### config.mk
export PLATFORM = sky130hd
export DESIGN_NAME = alu_rr_scheduler
export DESIGN_NICKNAME = d
export VERILOG_FILES = /design/src/rtl/alu_rr_scheduler.sv
export SDC_FILE = /design/constraint.sdc
export NUM_CORES = 1
export LEC_CHECK = 0
export CORE_AREA = 2 2 62 64
export DETAILED_ROUTE_END_ITERATION = 6
export DIE_AREA = 0 0 64 66
export PLACE_DENSITY = 0.84
export SLEW_MARGIN = 20
export SYNTH_ARGS = -nofsm -noshare
export SYNTH_HDL_FRONTEND = slang
export SYNTH_SLANG_ARGS = --single-unit
### constraint.sdc
create_clock -name clk -period 2.1 [get_ports clk]
set_input_delay 0.42 -clock clk [delete_from_list [all_inputs] [get_ports clk]]
set_output_delay 0.42 -clock clk [all_outputs]
set_load 0.02 [all_outputs]
### src/rtl/alu_rr_scheduler.sv
// alu_rr_scheduler: round-robin sharing of one combinational ALU between two valid/ready requesters
//   clk, rst_n                         : clock, synchronous active-low reset
//   req{0,1}_valid/ready/a/b/op        : request channels, ready is combinational in IDLE
//   alu_a, alu_b, alu_op / alu_y, alu_ovf : registered operands to the ALU / its result
//   rsp_valid, rsp_ready, rsp_id, rsp_y, rsp_ovf : response channel
module alu_rr_scheduler #(
    parameter int W           = 8,
    parameter int OPW         = 2,
    parameter int EXEC_CYCLES = 1
) (
    input  logic           clk,
    input  logic           rst_n,
    input  logic           req0_valid,
    output logic           req0_ready,
    input  logic [W-1:0]   req0_a,
    input  logic [W-1:0]   req0_b,
    input  logic [OPW-1:0] req0_op,
    input  logic           req1_valid,
    output logic           req1_ready,
    input  logic [W-1:0]   req1_a,
    input  logic [W-1:0]   req1_b,
    input  logic [OPW-1:0] req1_op,
    output logic [W-1:0]   alu_a,
    output logic [W-1:0]   alu_b,
    output logic [OPW-1:0] alu_op,
    input  logic [W-1:0]   alu_y,
    input  logic           alu_ovf,
    output logic           rsp_valid,
    input  logic           rsp_ready,
    output logic           rsp_id,
    output logic [W-1:0]   rsp_y,
    output logic           rsp_ovf
);
    localparam int CW = $clog2(EXEC_CYCLES + 1);
    typedef enum logic [1:0] {IDLE, EXEC, RESP} state_t;
    state_t        state, state_next;
    logic [CW-1:0] cnt;
    logic          last, sel, done;
    // last resets to 1 so that req0 wins the first contested grant
    always_comb begin
        state_next = state;
        sel        = (req0_valid && req1_valid) ? !last : req1_valid;
        req0_ready = 1'b0;
        req1_ready = 1'b0;
        rsp_valid  = 1'b0;
        done       = 1'b0;
        case (state)
            IDLE: begin
                req0_ready = req0_valid && !sel;
                req1_ready = req1_valid && sel;
                if (req0_valid || req1_valid) state_next = EXEC;
            end
            EXEC: begin
                done = (cnt == CW'(EXEC_CYCLES - 1));
                if (done) state_next = RESP;
            end
            RESP: begin
                rsp_valid = 1'b1;
                if (rsp_ready) state_next = IDLE;
            end
            default: state_next = IDLE;
        endcase
    end
    always_ff @(posedge clk) begin
        if (!rst_n) state <= IDLE;
        else        state <= state_next;
    end
    always_ff @(posedge clk) begin
        if (!rst_n) begin
            alu_a   <= '0;
            alu_b   <= '0;
            alu_op  <= '0;
            rsp_id  <= 1'b0;
            rsp_y   <= '0;
            rsp_ovf <= 1'b0;
            cnt     <= '0;
            last    <= 1'b1;
        end else begin
            if (state == IDLE && (req0_valid || req1_valid)) begin
                alu_a  <= sel ? req1_a  : req0_a;
                alu_b  <= sel ? req1_b  : req0_b;
                alu_op <= sel ? req1_op : req0_op;
                rsp_id <= sel;
                cnt    <= '0;
            end
            if (state == EXEC) cnt <= cnt + CW'(1);
            if (done) begin
                rsp_y   <= alu_y;
                rsp_ovf <= alu_ovf;
            end
            if (rsp_valid && rsp_ready) last <= rsp_id;
        end
    end
endmodule
# ---- Word level (Yosys, flattened, before mapping)
# Index checks and enable logic that the tools add are counted.
dict set report word_totals {
  regBits 32
  in_bits 50
  out_inout_bits 31
}
dict set report op_classes {
  n_addsub 1
  eq_ne 5
  mux 14
  bitwise 1
  n_reduce_logical 11
}
# op n
set ops {}
lappend ops {{$mux W8} 2}
lappend ops {{$mux W2} 4}
lappend ops {{$mux W1} 7}
lappend ops {{$pmux W2 S3} 1}
lappend ops {{$logic_and A1 B1 Y1} 5}
lappend ops {{$ne A2 B2 Y1 const B} 2}
lappend ops {{$reduce_and A3 Y1} 1}
lappend ops {{$eq A2 B1 Y1 const B} 1}
lappend ops {{$eq A2 B2 Y1 const B} 1}
lappend ops {{$logic_not A1 Y1} 2}
lappend ops {{$logic_not A2 Y1} 1}
lappend ops {{$ne A2 B1 Y1 const B} 1}
lappend ops {{$reduce_bool A2 Y1} 1}
lappend ops {{$add A1 B1 Y1 const B} 1}
lappend ops {{$logic_or A1 B1 Y1} 1}
lappend ops {{$not A1 Y1} 1}

# ---- Depth between registers and ports, before layout
dict set report depth {
  depth_word 5
  ltp_mapped 5
  mapped_depth_nobuf 3
}

# ---- Least setup slack after synthesis
# Ideal clock, no wire load.
dict set report synth_timing {
  path_kind {in2out}
  startpoint {in req1_valid}
  endpoint {out req1_ready}
  arrival_ns 1.296
  required_time_ns 1.680
  setup_slack_ns 0.384
  stages 3
  path_buffers 1
  cell_sequence {a21bo_2 > buf_2 > nor3_1}
}
dict set report synth_between {
  elab_chain_len 4
}
# item line_no
set synth_lines {}
lappend synth_lines {{from (decl)} 18} ;# input logic req1_valid,
lappend synth_lines {{$logic_and A1 B1 Y1} 42} ;# sel = (req0_valid && req1_valid) ? !last : req1_valid;
lappend synth_lines {{$mux W1} 42}
lappend synth_lines {{$logic_and A1 B1 Y1 *} 50} ;# req1_ready = req1_valid && sel;
lappend synth_lines {{$mux W1 *} 47} ;# case (state)
lappend synth_lines {{to (decl)} 19} ;# output logic req1_ready,
# Every way passes the cells marked *; elsewhere a longest branch is shown, timed or not.

# ---- Final worst setup path
dict set report layout_timing {
  startpoint {in req1_valid}
  endpoint {out req0_ready}
}
dict set report layout_between {
  elab_chain_len 5
}
# item line_no
set layout_lines {}
lappend layout_lines {{$logic_and A1 B1 Y1} 42}
lappend layout_lines {{$mux W1 *} 42}
lappend layout_lines {{$logic_not A1 Y1 *} 49} ;# req0_ready = req0_valid && !sel;
lappend layout_lines {{$logic_and A1 B1 Y1 *} 49}
lappend layout_lines {{$mux W1 *} 47}
lappend layout_lines {{to (decl)} 14} ;# output logic req0_ready,
# Marks and branches as above.

==> run metrics <==
status=complete, no violations; Startpoint Class=input pin; Final Setup Violations=0; achievable frequency=0.488 GHz; Final Hold Fails=0; synthesized area=1420 um^2; Initial DRT Pass Iterations=4; Power Total=0.00165 W; worst hold start=rsp_y[1]; final wirelength=3810 um; Max-Cap Viols=0; DRC Markers=0; hold path endpoint=rsp_y[1]; diode count=0; Syn-to-layout area delta=66.1%; synthesized-area fraction occupied by and/or/nand/nor cells=16.1%; CP required=1680 ps; Worst Tran Pin Value=366 ps; Num CTS Buffers=5; Compound-Gate Fraction of Synth Area=26.1%; antenna-violating nets left=0; ratio of cells with drive above 1 in the final layout=12.8%; RSZ-0062 raised after global routing=false; Psw=0.000509 W; die height=66 um; worst rel slew slack=75.6%; worst hold margin=502 ps; GRT Total Usage=19.4%; IO buf count=80; R2R setup slack=660 ps; Avg Cell Area, Syn=9.04 um^2; fillers=306; first-pass GRT wire length=6230 um; register share of total power=43.2%; critical path peak fanout=3; Vias=1437; pin count of the biggest net entering global routing=22; post-synthesis adder-cell area fraction=0%; CP Class=in2out; FF-to-FF path depth=5; vias in the first global route=1382; CP max-delay cell=clkdlybuf4s50_1; hpwl dp=2820 um; Final min period=2050 ps; clock share of power=22.3%; CP Capture Type=output port; Die ar.=4220 um^2; number of H-tree levels=2; Internal=0.00114 W; delay-heaviest family, CP=buffers and inverters; die span in x=64 um; LEAKAGE=0.900 nW; core area=3550 um^2; Total Neg Setup Slack=0 ps; Clk pin slew, worst setup/hold paths=90 ps; initial core utilization=40.0%; Comb pwr share=34.5%; Synth warnings=0; critical path buffer and inverter count=2; CP max stage delay=480 ps; largest family of logic cells by synthesized area=compound AO/OA/AOI/OAI gates; power per cell area=699 nW/um^2; worst-path cell chain=clkdlybuf4s50_1 -> a21bo_2 -> and3_1 -> dlygate4sd2_1; clk_lat worst skew=340 ps; max-slew violations=0; class of the worst hold path=reg2reg; Core Rows=22; WHS Path Cells=2; mux share of post-synthesis cell area=6.35%; sw frac=30.9%; fin crit share=97.6%; gp weighted congestion=0.862; # IOs=81; final net count=292; Peak VDD IR=412 uV; hold-fix buffers at CTS=0; 1st-iter DRT viols=53; DR WL/cell=13.1 um; Clock Tree Buf Depth=2; initial antenna violation count=0; CTS sink count=32; worst clock skew=3.57 ps; vias per cell=4.94; reg2reg start=state[1]; unique cell type count in the Yosys netlist=25; global route overflow=0; Seq/Total Area, Yosys=45.1%; post-synthesis xor/xnor area fraction=0.617%; syn_nets=207; Data arrival, critical path=1630 ps; CTS tree=built; clk root buf=clkbuf_4; worst r2r dst=alu_op[0]; Yosys reg bits=32; post-place setup slack=-336 ps; cell count after synthesis=157; fin worst setup slack=49.8 ps
registers in the layout, indices dropped and copies added, names as in the netlist:
register and flops:
cnt 1, rsp_id 1, rsp_ovf 1, state 2
last 1, alu_a 8, rsp_y 8, alu_op 2
alu_b 8
per-layer routing:
| layer | GRT usage, % | wire [um] | vias up | part of all wire [%] |
|---|---|---|---|---|
| met5 | 0 | 0 | - | 0 |
| met1 | 20.9 | 1460 | 654 | 38 |
| met2 | 33.6 | 2000 | 47 | 52 |
| met3 | 6.47 | 240 | 10 | 6.3 |
| met4 | 10.1 | 119 | 0 | 3.1 |
| li1 | - | - | 726 | - |
final cells by class:
type / count / area, um^2 / share of cell area (%)
clock buffer: 8 / 58.8 / 2.49
inverter: 2 / 7.51 / 0.318
multi-input combinational: 110 / 708 / 30.0
sequential: 32 / 641 / 27.2
tap: 48 / 60.1 / 2.55
timing repair buffer: 91 / 882 / 37.4
cell usage in the layout, fill, tap and decap left out, types with 2 or more instances in the layout:
cell type        netlist  layout
nand2_1               36      36
clkbuf_4               0       5
nor2_1                12      12
clkdlybuf4s50_1        0      77
a21oi_1               19      19
a311oi_1               9       9
buf_4                  1      11
inv_1                  2       2
clkbuf_1               6       2
nor2b_1                2       2
mux2i_1                9       9
a311oi_2               9       9
a21boi_0               2       2
dlygate4sd2_1          0       2
dfxtp_1               32      32
cells in the mapped netlist, drive strengths merged:
| cell type | count | area share, % |
|---|---|---|
| mux2i | 9 | 6.3 |
| inv | 2 | 0.53 |
| and2 | 1 | 0.44 |
| nor3 | 2 | 0.71 |
| a311o | 1 | 0.71 |
| clkbuf | 6 | 1.6 |
| nor2 | 12 | 3.2 |
| buf | 7 | 3.5 |
| a21boi | 3 | 1.9 |
| a311oi | 18 | 15 |
| or2 | 1 | 0.44 |
| dfxtp | 32 | 45 |
| a21bo | 1 | 0.71 |
| xnor2 | 1 | 0.62 |
| nor3b | 1 | 0.53 |
| a21oi | 19 | 6.7 |
| o21a | 1 | 0.53 |
| nand2 | 36 | 9.5 |
| nor2b | 2 | 0.88 |
| and3 | 1 | 0.44 |
| a22oi | 1 | 0.53 |
through the flow:
step	instances	cell area [um^2]	utilization, %
3_5_place_dp	283	2290	64.6
4_1_cts	291	2350	66.2
6_report	291	2360	66.4
2_1_floorplan	157	1420	-
3_3_place_gp	283	2290	64.6
5_1_grt	291	2360	66.4
tightest hold or removal path, cell delays in order (launching register included):
cell and delay [ps]:
dfxtp_1 330, mux2i_1 60, nor2_1 80
worst max-delay path by stage:
stage	start	end	slack (ps)	depth (start not counted)
6_report	req1_valid	req0_ready	50	4
2_1_floorplan	req1_valid	req1_ready	380	3
3_3_place_gp	req1_valid	req1_ready	-270	4
3_5_place_dp	req1_valid	req1_ready	-340	4
4_1_cts	req1_valid	req1_ready	10	4
5_1_grt	req1_valid	req1_ready	30	4
power groups by stage:
stage	clock network (W)	registers (W)	logic [W]
2_1_floorplan	0	0.000797	0.000230
3_3_place_gp	0	0.000724	0.000568
3_5_place_dp	0	0.000726	0.000574
4_1_cts	0.000375	0.000712	0.000573
5_1_grt	0.000415	0.000721	0.000611
6_report	0.000367	0.000712	0.000567
cell families (layout without fill, tap and decap cells):
group | after synthesis | in the layout
compound gates | 44 | 44
xor+xnor | 1 | 1
simple gates | 56 | 56
flops | 32 | 32
buf+inv | 15 | 101
mux | 9 | 9
what timing repair did:
action	4_1_cts	5_1_grt
setup buffers	0	0
setup endpoints to repair	3	1
resized for setup	6	1
Note: power is estimated with default switching activity, not from simulation.
==> variant 1 (same settings) <==
Set the parameter `OPW` to 1 (it was 2).
--- a/src/rtl/alu_rr_scheduler.sv
+++ b/src/rtl/alu_rr_scheduler.sv
@@ -7,3 +7,3 @@
     parameter int W           = 8,
-    parameter int OPW         = 2,
+    parameter int OPW         = 1,
     parameter int EXEC_CYCLES = 1
Ports: changed (resized alu_op, req0_op and req1_op); port bits go from 81 to 78. No check against the original RTL was run, so the function may have changed too.
==> variant 1 against the unedited design <==
Worst setup slack gained 45 ps; maximum frequency grew 2.2%; power grew 5.2%; final area shrank 1.4%; area after synthesis shrank 0.97%; sequential cell count shrank 1; clock power grew 34%; wire length shrank 0.66%; critical path type unchanged; critical endpoint is now req1_ready.
==> variant 1: results (changes against the unedited design) <==
| Metric | Value |
|---|---|
| Peak supply drop | `0.4072 mV (was 0.4124 mV)` |
| First-pass GRT wire length | `6.348 mm (was 6.230 mm)` |
| Avg WL per Cell | `13.39 um (was 13.11 um)` |
| Fill count | `313 (was 306)` |
| Yosys cell types | `26 (was 25)` |
| Ys Warns | `0 (unchanged)` |
| Via/cell ratio | `4.993 (was 4.938)` |
| FF-to-FF setup slack | `700 ps (was 660 ps)` |
| Commonest cells post-synth | `nand2_1, dfxtp_1, a21oi_1 (unchanged)` |
| Arr. time, crit path | `1590 ps (was 1630 ps)` |
| Setup WS pre-CTS | `-354.5 ps (was -335.6 ps)` |
| Net Count, Synth | `200 (was 207)` |
| Clock skew | `7.048 ps (was 3.575 ps)` |
| Port bufs | `77 (was 80)` |
| Largest net degree at the start of global routing | `21 (was 22)` |
| Diode count | `0 (unchanged)` |
| Drt pass-1 iters | `4 (unchanged)` |
| Synthesized area per cell | `9.244 um^2 (was 9.037 um^2)` |
| Worst Setup EP | `req1_ready (was req0_ready)` |
| Cells on worst reg2reg path | `4 (was 5)` |
| Slew HR | `81.33% (was 75.60%)` |
| Status | `finished clean (unchanged)` |
| Final min period | `2005 ps (was 2050 ps)` |
| Sequential Area | `620.6 um^2 (was 640.6 um^2)` |
| Global-route usage over all layers | `19.10% (was 19.36%)` |
| Post-placement cell count | `275 (was 283)` |
| DP Area | `2237 um^2 (was 2295 um^2)` |
| Share of cells above drive strength 1 | `14.89% (was 12.76%)` |
| Reg2Reg Launch Point | `state[1] (unchanged)` |
| Clock-pin slew on the worst setup and hold paths | `90 ps (about the same)` |
| Post-DP HPWL | `2.699 mm (was 2.825 mm)` |
variant 1: worst max-delay path, delay by kind of cell:
| kind | cells | cell delay, ps |
|---|---|---|
| buffers and inverters | 2 | 760 |
| AOI/OAI and AO/OA | 1 | 240 |
| and+or+nand+nor | 1 | 160 |
variant 1: layer usage:
layer	vias to the layer above	GRT usage (%)	routed length, um	part of all wire [%]
met5	-	0	0	0
met4	0	7.337	57	1.5
met3	7	4.600	246	6.5
met2	55	33.07	1848	49
met1	650	22.77	1638	43
li1	701	-	-	-
variant 1: repair_timing:
item | CTS | global route
gates resized for setup | 9 | 1
setup buffers | 0 | 0
hold buffers | 0 | 0
endpoints found under the setup margin | 3 | 1
variant 1: worst min path at each step:
stage | slack [ps] | from | to
floorplan | 510 | cnt | state[0]
CTS | 510 | rsp_y[5] | rsp_y[5]
global placement | 480 | rsp_y[2] | rsp_y[2]
finish | 500 | rsp_y[3] | rsp_y[3]
detailed placement | 490 | rsp_y[5] | rsp_y[5]
global route | 540 | rsp_y[2] | rsp_y[2]
variant 1: layout make-up:
class	count	share of cell area (%)
Clock inverter	2	1.508
Sequential cell	31	26.71
Tap cell	48	2.585
Clock buffer	6	2.208
Multi-Input combinational cell	106	30.16
Timing Repair Buffer	88	36.51
Inverter	2	0.3231
variant 1: cell families after synthesis:
kind of cell	Yosys count	share of synthesized area, %
muxes	9	6.412
AOI/OAI and AO/OA	42	26.18
xor gates and xnor gates	1	0.6234
and+or+nand+nor	54	15.94
buffers and inverters	15	6.679
DFF	31	44.17
variant 1: stage by stage:
| stage | hold WS (ps) | power, W |
|---|---|---|
| finish | 502.9 | 0.001733 |
| global route | 542.0 | 0.001817 |
| CTS | 512.1 | 0.001755 |
| detailed placement | 486.8 | 0.001260 |
| global placement | 475.4 | 0.001251 |
| floorplan | 509.9 | 0.001010 |
variant 1: power by group:
group | leakage [nW] | switching [W] | total [W] | internal [W]
Clock | 0.0482 | 0.000209 | 0.000490 | 0.000281
Sequential | 0.256 | 0.0000375 | 0.000690 | 0.000653
Combinational | 0.587 | 0.000264 | 0.000552 | 0.000288
Total | 0.891 | 0.000510 | 0.00173 | 0.00122
==> variant 2 (same flow settings) <==
Without the edit above. Re-encode `state_t` (3 states) as one-hot, 3 bits wide.
--- a/src/rtl/alu_rr_scheduler.sv
+++ b/src/rtl/alu_rr_scheduler.sv
@@ -34,3 +34,3 @@
     localparam int CW = $clog2(EXEC_CYCLES + 1);
-    typedef enum logic [1:0] {IDLE, EXEC, RESP} state_t;
+    typedef enum logic [2:0] {IDLE = 3'b001, EXEC = 3'b010, RESP = 3'b100} state_t;
     state_t        state, state_next;
Behaviour: same outputs for any inputs over 10 cycles, from zero or initial values and one cycle with rst_n low; not proved beyond that.
==> variant 2 against the unedited design <==
Worst setup slack gained 84 ps; critical path depth increased by 1; count of clock-buffer cells in the layout decreased by 1; critical endpoint is now req1_ready; area after synthesis is 3.4% higher; clock skew is 10 ps higher; final area up 0.32%; first-iteration DRC count increased by 100%; largest cell class unchanged; synthesized cell count is 3.8% higher; wire length rose by 1.2%; global-route usage is 0.52 points higher; power is 5.9% higher; sequential cell count grew 1.
==> variant 2: results (changes against the unedited design) <==
| Metric | Value |
|---|---|
| Post-DP HPWL | `2.684 mm (was 2.825 mm)` |
| Clock-pin slew on the worst setup and hold paths | `100 ps` |
| Net Count, Synth | `213 (was 207)` |
| Cells on worst reg2reg path | `4 (was 5)` |
| Clock skew | `14.05 ps (was 3.575 ps)` |
| DP Area | `2298 um^2 (was 2295 um^2)` |
| Worst hold path depth | `2 (unchanged)` |
| LEAKAGE | `0.8760 nW (was 0.9000 nW)` |
| Largest net degree at the start of global routing | `26 (was 22)` |
| Via/cell ratio | `5.140 (was 4.938)` |
| Peak supply drop | `0.4898 mV (was 0.4124 mV)` |
| Synth top area share | `45.01% (was 45.15%)` |
| Routed WL | `3.861 mm (was 3.814 mm)` |
| CP peak stage delay | `510 ps (was 480 ps)` |
| Arr. time, crit path | `1550 ps (was 1630 ps)` |
| Crit path max fanout | `5 (was 3)` |
| Setup Fix Bufs, Post-CTS | `0 (unchanged)` |
| Yosys cell types | `30 (was 25)` |
| FF-to-FF setup slack | `460 ps (was 660 ps)` |
| Share of cells above drive strength 1 | `11.89% (was 12.76%)` |
| H-tree depth | `2 (unchanged)` |
| Synth area leaders | `dfxtp_1, o21ai_0, nand2_1, o221a_1, o221a_2 (was dfxtp_1, a311oi_2, nand2_1, a21oi_1, mux2i_1)` |
| Setup WS pre-CTS | `-146.1 ps (was -335.6 ps)` |
| Hold Startpoint | `rsp_y[5] (was rsp_y[1])` |
| Cells after synthesis | `163 (was 157)` |
| Commonest cells post-synth | `dfxtp_1, nand2_1, o21ai_0 (was nand2_1, dfxtp_1, a21oi_1)` |
| Post-placement cell count | `284 (was 283)` |
| First-pass GRT wire length | `6.589 mm (was 6.230 mm)` |
| Ys Warns | `0 (unchanged)` |
| Status | `finished clean (unchanged)` |
| R2r endpoint | `alu_b[0] (was alu_op[0])` |
| Avg WL per Cell | `13.22 um (was 13.11 um)` |
| Global-route usage over all layers | `19.88% (was 19.36%)` |
| DRT iter0 DRCs | `106 (was 53)` |
| Fin nets | `293 (was 292)` |
| Vias in the first global route | `1432 (was 1382)` |
| Resized Gates After CTS | `3 (was 6)` |
| Slew @ Worst Pin | `766.9 ps (was 365.6 ps)` |
| Hold Crit Endpoint | `rsp_y[5] (was rsp_y[1])` |
| Seq/Total Area, Yosys | `45.01% (was 45.15%)` |
-- variant 2: area by class of cell --
cell class,instances,area [um^2]
fillers,296,1186
repair buffers,88,857.1
multi-input cells,111,701.9
flip-flops and latches,33,660.6
clock buffers,7,65.06
well taps,48,60.06
inverters,4,15.01
clock inverters,1,5.005
-- variant 2: where the power goes --
group	internal, W	leakage, nW	total (W)	switching (W)
sequential	0.000705	0.272	0.000743	0.0000383
combinational	0.000315	0.563	0.000589	0.000274
clock	0.000194	0.0413	0.000412	0.000218
total	0.00121	0.876	0.00174	0.000531
-- variant 2: worst max-delay path by stage --
stage | slack (ps) | to | depth (start not counted) | start
after floorplan | 470 | req0_ready | 5 | state[2]
after global placement | -120 | req1_ready | 5 | req0_valid
after detailed placement | -150 | req1_ready | 5 | req0_valid
after CTS | 130 | req1_ready | 5 | req0_valid
after global routing | 60 | req1_ready | 5 | req0_valid
final | 130 | req1_ready | 5 | req0_valid
-- variant 2: routing by layer --
layer  global-route usage [%]  up-vias  part of all wire [%]
met5                        0        -                     0
met4                    8.152        0                   1.7
met3                    7.155        6                   9.0
met2                    30.99       60                    46
met1                    24.82      677                    43
li1                         -      758                     -
-- variant 2: kinds of logic (layout without fill, tap and decap cells) --
group,Yosys count,after routing,share of synthesized area [%]
buffers and inverters,19,100,7.160
DFF,33,33,45.01
and+or+nand+nor,54,54,19.52
muxes,1,1,0.6820
AOI/OAI and AO/OA,56,56,27.62
-- variant 2: through the flow --
| stage | TNS (ps) | hold WS (ps) | total power, W |
|---|---|---|---|
| 3_5_place_dp | -251.9 | 451.0 | 0.001352 |
| 3_3_place_gp | -206.5 | 443.3 | 0.001343 |
| 5_1_grt | 0 | 480.7 | 0.001842 |
| 6_report | 0 | 461.9 | 0.001744 |
| 2_1_floorplan | 0 | 455.1 | 0.001080 |
| 4_1_cts | 0 | 464.4 | 0.001759 |
-- variant 2: worst register-to-register path: stages (launching register included) --
cell and delay (ps):
dfxtp_1 340, buf_4 160, or3b_1 650, o21ai_0 260
o221a_2 190
